[config.mk]
export PLATFORM = sky130hd
export DESIGN_NAME = matrix_stream_reader_flat
export DESIGN_NICKNAME = d
export VERILOG_FILES = /design/src/rtl/matrix_op_pkg.sv /design/src/rtl/matrix_stream_reader_if.sv /design/src/rtl/stream_fifo2.sv /design/src/rtl/matrix_stream_reader.sv /design/src/flat_wrapper.sv
export SDC_FILE = /design/constraint.sdc
export NUM_CORES = 1
export LEC_CHECK = 0
export CAP_MARGIN = 20
export CORE_MARGIN = 2
export CORE_UTILIZATION = 37
export DETAILED_ROUTE_END_ITERATION = 8
export GPL_TIMING_DRIVEN = 0
export PLACE_DENSITY = 0.68
export SLEW_MARGIN = 20
export SYNTH_ARGS = -nofsm -noshare
export SYNTH_HDL_FRONTEND = slang
export SYNTH_SLANG_ARGS = --single-unit
[constraint.sdc]
create_clock -name clk -period 5 [get_ports clk]
set_clock_uncertainty 0.05 [all_clocks]
set_input_delay 1 -clock clk [delete_from_list [all_inputs] [get_ports clk]]
set_output_delay 1 -clock clk [all_outputs]
set_load 0.03 [all_outputs]
[src/rtl/matrix_op_pkg.sv]
// Shared constants, reader FSM states and the element record carried through
// the output FIFO of matrix_stream_reader.
package matrix_op_pkg;

  localparam int META_ROWS_MSB = 31;
  localparam int META_ROWS_LSB = 24;
  localparam int META_COLS_MSB = 23;
  localparam int META_COLS_LSB = 16;

  localparam int MAX_MATRICES  = 8;
  localparam int SEL_W         = $clog2(MAX_MATRICES);
  localparam int META_OFFSET   = 0;
  localparam int DATA_OFFSET   = 1;

  typedef enum logic [2:0] {
    IDLE, CHECK_SEL, READ_META, WAIT_META, LOAD_META, STREAM, FINISH
  } state_t;

  typedef struct packed {
    logic [31:0] data;
    logic [7:0]  row;
    logic [7:0]  col;
    logic        last;
  } elem_t;

  function automatic logic [15:0] elem_count(input logic [7:0] r, input logic [7:0] c);
    return 16'(r) * 16'(c);
  endfunction

endpackage

[src/rtl/matrix_stream_reader_if.sv]
// Element stream towards the compute datapath: valid/ready with row/col tags.
interface matrix_stream_if;
  logic [31:0] out_data;
  logic [7:0]  out_row;
  logic [7:0]  out_col;
  logic        out_last;
  logic        out_valid;
  logic        out_ready;

  modport master (output out_data, out_row, out_col, out_last, out_valid, input out_ready);
  modport slave  (input out_data, out_row, out_col, out_last, out_valid, output out_ready);
endinterface

[src/rtl/stream_fifo2.sv]
// Two-entry synchronous FIFO of element records; head is shown combinationally.
module stream_fifo2
  import matrix_op_pkg::*;
(
  input  logic       clk,
  input  logic       rst_n,
  input  logic       push,
  input  logic       pop,
  input  elem_t      din,
  output elem_t      dout,
  output logic [1:0] count
);
  elem_t      r_mem [2];
  logic       r_wp, r_rp;
  logic [1:0] r_cnt;

  always_ff @(posedge clk or negedge rst_n) begin
    if (!rst_n) begin
      for (int i = 0; i < 2; i++) r_mem[i] <= '0;
      r_wp  <= 1'b0;
      r_rp  <= 1'b0;
      r_cnt <= 2'd0;
    end else begin
      if (push) begin
        r_mem[r_wp] <= din;
        r_wp        <= ~r_wp;
      end
      if (pop) r_rp <= ~r_rp;
      r_cnt <= r_cnt + 2'(push) - 2'(pop);
    end
  end

  assign dout  = r_mem[r_rp];
  assign count = r_cnt;
endmodule

[src/rtl/matrix_stream_reader.sv]
// Validates a matrix selection, reads its metadata word from BRAM and streams
// rows*cols elements row-major through a 2-entry FIFO at one element per cycle.
module matrix_stream_reader
  import matrix_op_pkg::*;
#(
  parameter int BLOCK_SIZE = 1152,
  parameter int ADDR_WIDTH = 14
) (
  input  logic                    clk,
  input  logic                    rst_n,
  input  logic                    start,
  input  logic [SEL_W-1:0]        sel_id,
  input  logic [MAX_MATRICES-1:0] valid_mask,
  output logic [ADDR_WIDTH-1:0]   bram_addr,
  input  logic [31:0]             bram_data,
  matrix_stream_if.master         o_stream,
  output logic [7:0]              rows,
  output logic [7:0]              cols,
  output logic                    busy,
  output logic                    done,
  output logic                    error
);
  state_t                  r_state, w_next;
  logic [SEL_W-1:0]        r_sel;
  logic [MAX_MATRICES-1:0] r_mask;
  logic [7:0]              r_rows, r_cols, r_row, r_col, r_tag_row, r_tag_col;
  logic [15:0]             r_n, r_k;
  logic                    r_inflight, r_tag_last, r_busy, r_err;

  logic [ADDR_WIDTH-1:0]   w_base;
  logic [7:0]              w_meta_rows, w_meta_cols;
  logic [15:0]             w_meta_n;
  logic                    w_meta_bad, w_pop, w_issue;
  logic [1:0]              w_cnt;
  logic [2:0]              w_credit;
  elem_t                   w_push_elem, w_head;

  assign w_base      = ADDR_WIDTH'(32'(r_sel) * BLOCK_SIZE);
  assign w_meta_rows = bram_data[META_ROWS_MSB:META_ROWS_LSB];
  assign w_meta_cols = bram_data[META_COLS_MSB:META_COLS_LSB];
  assign w_meta_n    = elem_count(w_meta_rows, w_meta_cols);
  assign w_meta_bad  = (w_meta_rows == 8'd0) || (w_meta_cols == 8'd0) ||
                       (w_meta_n > 16'(BLOCK_SIZE - 1));

  // The pop in the same cycle frees a slot, so a read may be issued against it;
  // this keeps one element per cycle with only two FIFO entries.
  assign w_pop    = o_stream.out_valid && o_stream.out_ready;
  assign w_credit = 3'(w_cnt) + 3'(r_inflight) - 3'(w_pop);
  assign w_issue  = (r_state == STREAM) && (r_k < r_n) && (w_credit < 3'd2);

  assign w_push_elem = '{data: bram_data, row: r_tag_row, col: r_tag_col, last: r_tag_last};

  stream_fifo2 u_fifo (
    .clk   (clk),
    .rst_n (rst_n),
    .push  (r_inflight),
    .pop   (w_pop),
    .din   (w_push_elem),
    .dout  (w_head),
    .count (w_cnt)
  );

  assign o_stream.out_data  = w_head.data;
  assign o_stream.out_row   = w_head.row;
  assign o_stream.out_col   = w_head.col;
  assign o_stream.out_last  = w_head.last;
  assign o_stream.out_valid = (w_cnt != 2'd0);

  // Address is held at base through WAIT_META so bram_data stays on the metadata word.
  always_comb begin
    bram_addr = '0;
    case (r_state)
      READ_META, WAIT_META, LOAD_META: bram_addr = w_base + ADDR_WIDTH'(META_OFFSET);
      STREAM:  bram_addr = w_base + ADDR_WIDTH'(DATA_OFFSET) + ADDR_WIDTH'(r_k);
      default: bram_addr = '0;
    endcase
  end

  always_comb begin
    w_next = r_state;
    case (r_state)
      IDLE:      if (start) w_next = CHECK_SEL;
      CHECK_SEL: w_next = r_mask[r_sel] ? READ_META : FINISH;
      READ_META: w_next = WAIT_META;
      WAIT_META: w_next = LOAD_META;
      LOAD_META: w_next = w_meta_bad ? FINISH : STREAM;
      STREAM:    if (w_pop && o_stream.out_last) w_next = FINISH;
      FINISH:    w_next = IDLE;
      default:   w_next = IDLE;
    endcase
  end

  always_ff @(posedge clk or negedge rst_n) begin
    if (!rst_n) begin
      r_state    <= IDLE;
      r_sel      <= '0;
      r_mask     <= '0;
      r_rows     <= '0;
      r_cols     <= '0;
      r_row      <= '0;
      r_col      <= '0;
      r_n        <= '0;
      r_k        <= '0;
      r_inflight <= 1'b0;
      r_tag_row  <= '0;
      r_tag_col  <= '0;
      r_tag_last <= 1'b0;
      r_busy     <= 1'b0;
      r_err      <= 1'b0;
    end else begin
      r_state    <= w_next;
      r_inflight <= w_issue;
      if (w_issue) begin
        r_tag_row  <= r_row;
        r_tag_col  <= r_col;
        r_tag_last <= (r_k == r_n - 16'd1);
        r_k        <= r_k + 16'd1;
        if (r_col == r_cols - 8'd1) begin
          r_col <= '0;
          r_row <= r_row + 8'd1;
        end else begin
          r_col <= r_col + 8'd1;
        end
      end
      case (r_state)
        IDLE: if (start) begin
          r_sel  <= sel_id;
          r_mask <= valid_mask;
          r_busy <= 1'b1;
          r_err  <= 1'b0;
        end
        CHECK_SEL: if (!r_mask[r_sel]) r_err <= 1'b1;
        LOAD_META: begin
          r_rows <= w_meta_rows;
          r_cols <= w_meta_cols;
          r_n    <= w_meta_n;
          r_k    <= '0;
          r_row  <= '0;
          r_col  <= '0;
          if (w_meta_bad) r_err <= 1'b1;
        end
        default: ;
      endcase
      if (w_next == FINISH) r_busy <= 1'b0;
    end
  end

  assign rows  = r_rows;
  assign cols  = r_cols;
  assign busy  = r_busy;
  assign done  = (r_state == FINISH);
  assign error = done && r_err;
endmodule

[src/flat_wrapper.sv]
// flat-port wrapper written by rule: the top's interface ports become plain ports
module matrix_stream_reader_flat import matrix_op_pkg::*;
#(
  parameter int BLOCK_SIZE = 1152,
  parameter int ADDR_WIDTH = 14
)
  (clk, rst_n, start, sel_id, valid_mask, bram_addr, bram_data, rows, cols, busy, done, error, o_stream_out_data, o_stream_out_row, o_stream_out_col, o_stream_out_last, o_stream_out_valid, o_stream_out_ready);
  matrix_stream_if o_stream_i ();
  input  logic clk;
  input  logic rst_n;
  input  logic start;
  input  logic [SEL_W-1:0] sel_id;
  input  logic [MAX_MATRICES-1:0] valid_mask;
  output logic [ADDR_WIDTH-1:0] bram_addr;
  input  logic [31:0] bram_data;
  output logic [7:0] rows;
  output logic [7:0] cols;
  output logic busy;
  output logic done;
  output logic error;
  output wire logic [$bits(o_stream_i.out_data)-1:0] o_stream_out_data;
  output wire logic [$bits(o_stream_i.out_row)-1:0] o_stream_out_row;
  output wire logic [$bits(o_stream_i.out_col)-1:0] o_stream_out_col;
  output wire logic [$bits(o_stream_i.out_last)-1:0] o_stream_out_last;
  output wire logic [$bits(o_stream_i.out_valid)-1:0] o_stream_out_valid;
  input wire logic [$bits(o_stream_i.out_ready)-1:0] o_stream_out_ready;
  assign o_stream_out_data = o_stream_i.out_data;
  assign o_stream_out_row = o_stream_i.out_row;
  assign o_stream_out_col = o_stream_i.out_col;
  assign o_stream_out_last = o_stream_i.out_last;
  assign o_stream_out_valid = o_stream_i.out_valid;
  assign o_stream_i.out_ready = o_stream_out_ready;
  matrix_stream_reader #(.BLOCK_SIZE(BLOCK_SIZE), .ADDR_WIDTH(ADDR_WIDTH)) u_core (.clk(clk), .rst_n(rst_n), .start(start), .sel_id(sel_id), .valid_mask(valid_mask), .bram_addr(bram_addr), .bram_data(bram_data), .o_stream(o_stream_i), .rows(rows), .cols(cols), .busy(busy), .done(done), .error(error));
endmodule
# Word level (Yosys, flattened, before mapping)
# Cells that the tools add are included.
[totals]
ff_bits = 200
inputBits = 47
output_inout_bits = 83
wordCells = 113
[classes]
add_sub_neg = 11
multipliers = 2
n_lt_le_gt_ge = 7
eq_ne = 12
mux = 29
bitwise_logic = 4
reduce_logical = 22
[ops]
columns = ["cell", "count"]
rows = [
  ["$mux W49", 4],
  ["$bwmux W98", 1],
  ["$demux W49 S1", 1],
  ["$mux W8", 6],
  ["$mux W16", 2],
  ["$pmux W14 S2", 1],
  ["$pmux W3 S6", 1],
  ["$add A16 B1 Y16 const B", 1],
  ["$add A8 B1 Y8 const B", 2],
  ["$eq A16 B16 Y1", 1],
  ["$gt A16 B11 Y1 const B", 1],
  ["$logic_not A8 Y1", 2],
  ["$lt A16 B16 Y1", 1],
  ["$mul A8 B8 Y16", 1],
  ["$sub A16 B1 Y16 const B", 1],
  ["$add A14 B1 Y14 const B", 1],
  ["$add A14 B14 Y14", 1],
  ["$eq A3 B3 Y1 const B", 4],
  ["$reduce_bool A2 Y1", 5],
  ["$mux W3", 3],
  ["$eq A8 B8 Y1", 1],
  ["$sub A8 B1 Y8 const B", 1],
  ["$mul A3 B4 Y7 const B", 1],
  ["$mux W1", 7],
  ["24 further kinds", 37],
]

# Logic depth before layout (Yosys ltp)
[logic_depth]
word_depth = 10
ltp_mapped = 18
mapped_depth_nobuf = 17

# Modules after synthesis
# Synthesis repeated with hierarchy kept, for this count alone.
[hier_totals]
cells_unflattened = 1240
hier_area_um2 = 12689.7
[modules_own_cells]
columns = ["module", "n_inst", "cells_each", "area_each_um2", "seq_area_each_um2"]
rows = [
  ["matrix_stream_reader", 1, 965, 8305.5, 2452.4],
  ["stream_fifo2", 1, 275, 4384.2, 2552.4],
]

# Worst setup path before layout
# OpenSTA, ideal clock, no wires.
[synth_timing]
path_type = "input -> register"
start = "input bram_data[23]"
end = "register u_core.r_err"
setup_ps = 126
arrival_time_ps = 5566
required_ps = 4824
path_slack_ps = -742
stages = 17
path_buffers = 1
path_cell_list = "clkbuf_1 > nand2_1 > fa_1 > fa_1 > inv_1 > fa_1 > inv_1 > fa_1 > inv_1 > ha_1 > and3_1 > a22oi_2 > a22oi_2 > or3_4 > a2111oi_4 > nand3_2 > o311a_1"
[synth_via]
elab_chain_cells = 5
elab_cells_between_ends = 7
classes_between = "1 x mul; 1 x order compare; 1 x eq/ne; 4 x reduce/logical"
[synth_lines]
columns = ["element", "line_no", "source"]
rows = [
  ["start, declared", "flat_wrapper.sv:15", "input logic [31:0] bram_data;"],
  ["$mul A8 B8 Y16 or $logic_not A8 Y1 (tied branches)", "matrix_op_pkg.sv:27, matrix_stream_reader.sv:42", ""],
  ["$gt A16 B11 Y1 or $logic_or A1 B1 Y1 (tied branches)", "matrix_stream_reader.sv:43, matrix_stream_reader.sv:42", ""],
  ["$logic_or A1 B1 Y1 *", "matrix_stream_reader.sv:42", "assign w_meta_bad = (w_meta_rows == 8'd0) || (w_meta_cols == 8'd0) ||"],
  ["$ne A2 B1 Y1 (no source line) *", "n/a", ""],
  ["$reduce_and A4 Y1 (no source line) *", "n/a", ""],
  ["end signal, assigned", "matrix_stream_reader.sv:109", "r_err <= 1'b0;"],
  ["end signal, assigned", "matrix_stream_reader.sv:130", "r_err <= 1'b0;"],
  ["end signal, assigned", "matrix_stream_reader.sv:132", "CHECK_SEL: if (!r_mask[r_sel]) r_err <= 1'b1;"],
  ["end, declared", "matrix_stream_reader.sv:28", "logic r_inflight, r_tag_last, r_busy, r_err;"],
]
# Every way passes the cells marked *; elsewhere a longest branch is shown, timed or not.
# A chain may end at the register's enable or synchronous reset.

# Worst setup path in the final report
[layout_timing]
start = "input bram_data[20]"
end = "register u_core.r_state[1]"
[layout_via]
elab_chain_cells = 5
elab_cells_between_ends = 7
classes_between = "1 x mul; 1 x order compare; 2 x mux; 3 x reduce/logical"
[layout_lines]
columns = ["element", "line_no", "source"]
rows = [
  ["$mul A8 B8 Y16 or $logic_not A8 Y1 (tied branches)", "matrix_op_pkg.sv:27, matrix_stream_reader.sv:42", ""],
  ["$gt A16 B11 Y1 or $logic_or A1 B1 Y1 (tied branches)", "matrix_stream_reader.sv:43, matrix_stream_reader.sv:42", ""],
  ["$logic_or A1 B1 Y1 *", "matrix_stream_reader.sv:42", ""],
  ["$mux W2 *", "matrix_stream_reader.sv:86", "LOAD_META: w_next = w_meta_bad ? FINISH : STREAM;"],
  ["$pmux W3 S6 *", "matrix_stream_reader.sv:81", "case (r_state)"],
  ["net u_core.w_next[1]", "matrix_stream_reader.sv:23", "state_t r_state, w_next;"],
  ["end signal, assigned", "matrix_stream_reader.sv:111", "r_state <= w_next;"],
  ["end, declared", "matrix_stream_reader.sv:23", ""],
]
# The timed path passes the listed nets; every way through them passes the cells marked *.

==> impl_results.md <==
- Final #Nets: 1530
- Commonest cells after routing, fill and taps aside: 200 x dfrtp_1, 158 x mux2_2, 155 x nand2_1
- # diodes: 0
- Yosys reg bits: 200
- Number of global-route vias before repair: 9661
- Hold slack: 0.372 ns
- Fraction of registers with async set/reset: 100%
- Worst Setup Start Kind: input port
- Fin cells: 1836
- Required @ worst endpoint: 5.27 ns
- CTS Buf Count: 17
- Area after DPL: 14500 sq um
- Final period util: 107%
- Tmin final: 5.33 ns
- Detail Placement HPWL: 22.3 mm
- Post-synth EDFFs: 0
- Relative slew margins: 40.5%
- Synth unique cells: 66
- IO Pins: 130
- Max_cap viols: 0
- Initial antenna violation count: 0
- Worst hold path class: input port to asynchronous set/reset pin
- Sequential cell area: 5000 sq um
- Cell mode on critical path: fa_1
- GPL Wtd Cong: 0.826
- Clock Sinks: 200
- Grt ovf: 0
- Drt drc: 0
- Mapped Area: 12300 sq um
- Ranking of synthesized cells by area: dfrtp_1 41%, mux2_2 14%, ha_1 6.6%
- First-pass GRT wire length: 50.5 mm
- Die Y: 187 um
- Max VDD drop: 0.360 mV
- Cells after synthesis: 1191
- Power density over cell area: 549 nW/um^2
- Max Clk Rate: 188 MHz
- RSZ-0062 raised after global routing: true
- CP arrival: 5.60 ns
- Worst-Margin Slew: 0.885 ns
- Clock Path Buffers: 2
- DR vias/cell: 5.09
- Worst-path maximum fanout: 4
- CTS tree: done
- Slowest Stage Delay on Critical Path: 0.55 ns
- Final setup fails: 5
- Yosys warning count: 0
- Final worst slack: -0.327 ns
- CP Capture Type: flop
- CTS Root Cell: clkbuf_16
- Top delay family on crit path: adder cells
- WL per Instance: 16.7 um
- Final core utilization: 47.2%
- Ys flop type: dfrtp_1
- Die width: 187 um
- CP Class: input port to flop
- Clk_lat worst skew: 0.44 ns
- Critical-path top delay cell: fa_1
- Starting density of the core: 37.7%
- Design Area, Final: 15400 sq um
- Mean Syn Cell Area: 10.3 sq um
- Final hold viol count: 0
- Failing checks: setup timing
- Leading cell type in the layout, fill and taps excluded: dfrtp_1
- Buffers & Inverters on Critical Path: 5
- Hold Buf Count CTS: 0
- Layout cells sized above 1: 23.6%
- Placed cells: 1764
- Max-slew violations: 0
- Largest net degree at the start of global routing: 101
- Starting DRT DRC Count: 456
- H-Tree Depth: 4
- Clock-pin slew on the worst setup and hold paths: 0.08 ns
- Status: complete, but fails checks
- Multi-input gate area in the final layout: 6980 sq um
- Post-Syn Nets: 1340
- Antenna-violating nets left: 0
- Synth top area share: 40.6%
- Die ar.: 34800 sq um
- Cell type with the largest total area after synthesis: dfrtp_1
- Lkg Pwr: 7.20 nW
- CP Cell Sequence: buf_8 -> buf_8 -> buf_6 -> and2_4 -> fa_1 -> fa_1 -> fa_1 -> inv_2 -> fa_1 -> inv_2 -> ha_4 -> or3_4 -> a21oi_4 -> or2_4 -> a21oi_4 -> a2111oi_4 -> nand3_4 -> o31a_2
- Buffers on Ports: 129
- Synth-to-Final Area Change: 25.2%
- DRT Pass-1 Iters: 5
- Core box area: 32700 sq um
- Total wire length: 30.6 mm
- Total GRT Usage: 17.9%
- Seq/Total Area, Yosys: 40.6%
- Layout fillers: 3032
- Num rows: 66
- DR vias: 9352
-- worst register-to-register path, delay by kind of cell, from the launching register on --
family	cells	cell delay [ns]
compound gates	3	0.76
xor+xnor	2	0.40
fa+ha+maj	3	0.78
buf+inv	5	0.57
flops	1	0.42
simple gates	4	0.69
-- repair_timing --
item | 4_1_cts | 5_1_grt
gates cloned | 2 | 0
gates resized for setup | 72 | 26
pin swaps | 24 | 18
setup endpoints to repair | 8 | 5
buffers inserted | 42 | 5
-- state kept, by name, summed over array words and instances (netlist names) --
name / flops
u_core.r_tag_row: 8
u_core.u_fifo.count: 2
u_core.u_fifo.r_rp: 1
u_core.r_mask: 8
u_core.r_state: 3
u_core.rows: 8
u_core.r_sel: 3
u_core.r_err: 1
u_core.r_n: 16
u_core.u_fifo.r_wp: 1
u_core.r_tag_last: 1
u_core.u_fifo.r_mem: 98
u_core.r_tag_col: 8
u_core.r_inflight: 1
u_core.cols: 8
u_core.r_k: 16
u_core.r_row: 8
u_core.busy: 1
u_core.r_col: 8
-- synth_stat cells (all sizes together), types with 5 or more instances --
library cell,count
a31oi,6
buf,16
clkbuf,42
ha,65
nor3,18
a21oi,24
and2,55
a21o,6
o21ai,57
fa,37
nand2,159
o21a,8
nand3,18
mux2i,12
nor2,59
a211oi,6
or3,5
nand4,15
dfrtp,200
xor2,36
inv,81
xnor2,33
and3,16
nand2b,5
mux2,158
nor4,8
-- stage by stage --
stage                     total power (W)  setup slack, ns  TNS [ns]
after floorplan                   0.00547           -0.196    -0.393
final                             0.00846           -0.327     -1.03
after global placement            0.00674            -5.51  -1103.79
after global routing              0.00904           -0.440     -1.63
after detailed placement          0.00684            -1.21     -7.94
after CTS                         0.00837           -0.318    -0.846
-- cell families (layout without fill, tap and decap cells) --
kind of cell	Yosys count	count (layout)	share of synthesized area (%)
AND/OR/NAND/NOR	372	372	14.5
flip-flops	200	200	40.6
multiplexers	172	172	15.8
buffers and inverters	139	342	4.36
AO/OA/AOI/OAI	137	137	7.29
adder cells (fa/ha/maj)	102	102	12.6
XOR/XNOR	69	69	4.90
-- report_power, final --
part | leakage [nW] | total (W) | switching [W] | internal [W]
Clock | 0.278 | 0.00137 | 0.000654 | 0.000713
Sequential | 2.60 | 0.00251 | 0.000399 | 0.00211
Combinational | 4.32 | 0.00458 | 0.00246 | 0.00212
Total | 7.20 | 0.00846 | 0.00351 | 0.00495
-- area by class of cell --
class                      instances  area share, %
multi-input combinational        852           45.2
sequential                       200           32.4
timing repair buffer             180           11.1
tap                              442           3.58
clock buffer                      18           2.85
inverter                          81           1.97
buffer                            49           1.91
clock inverter                    14          0.924
-- path summary, 6_finish.rpt --
kind / endpoint / slack, ns / startpoint / cells after the start
worst max-delay path: u_core.r_state[1] / -0.33 / bram_data[20] / 18
worst min-delay path: u_core.r_mask[0] / 0.37 / rst_n / 1
worst max register to register: u_core.r_k[15] / 1.20 / u_core.u_fifo.count[1] / 17
worst min register to register: u_core.u_fifo.r_wp / 0.43 / u_core.r_inflight / 1
max in group asynchronous: u_core.u_fifo.r_mem[74] / 3.37 / rst_n / 3
min in group clk: u_core.u_fifo.r_wp / 0.43 / u_core.r_inflight / 1
-- routing by layer --
| layer | up-vias | part of all wire (%) | GRT usage (%) |
|---|---|---|---|
| met5 | - | 0 | 0 |
| met4 | 0 | 1.6 | 4.70 |
| met3 | 32 | 5.1 | 3.65 |
| met2 | 201 | 48 | 30.3 |
| met1 | 4706 | 45 | 23.5 |
| li1 | 4413 | - | - |
(Power assumes the default switching activity.)
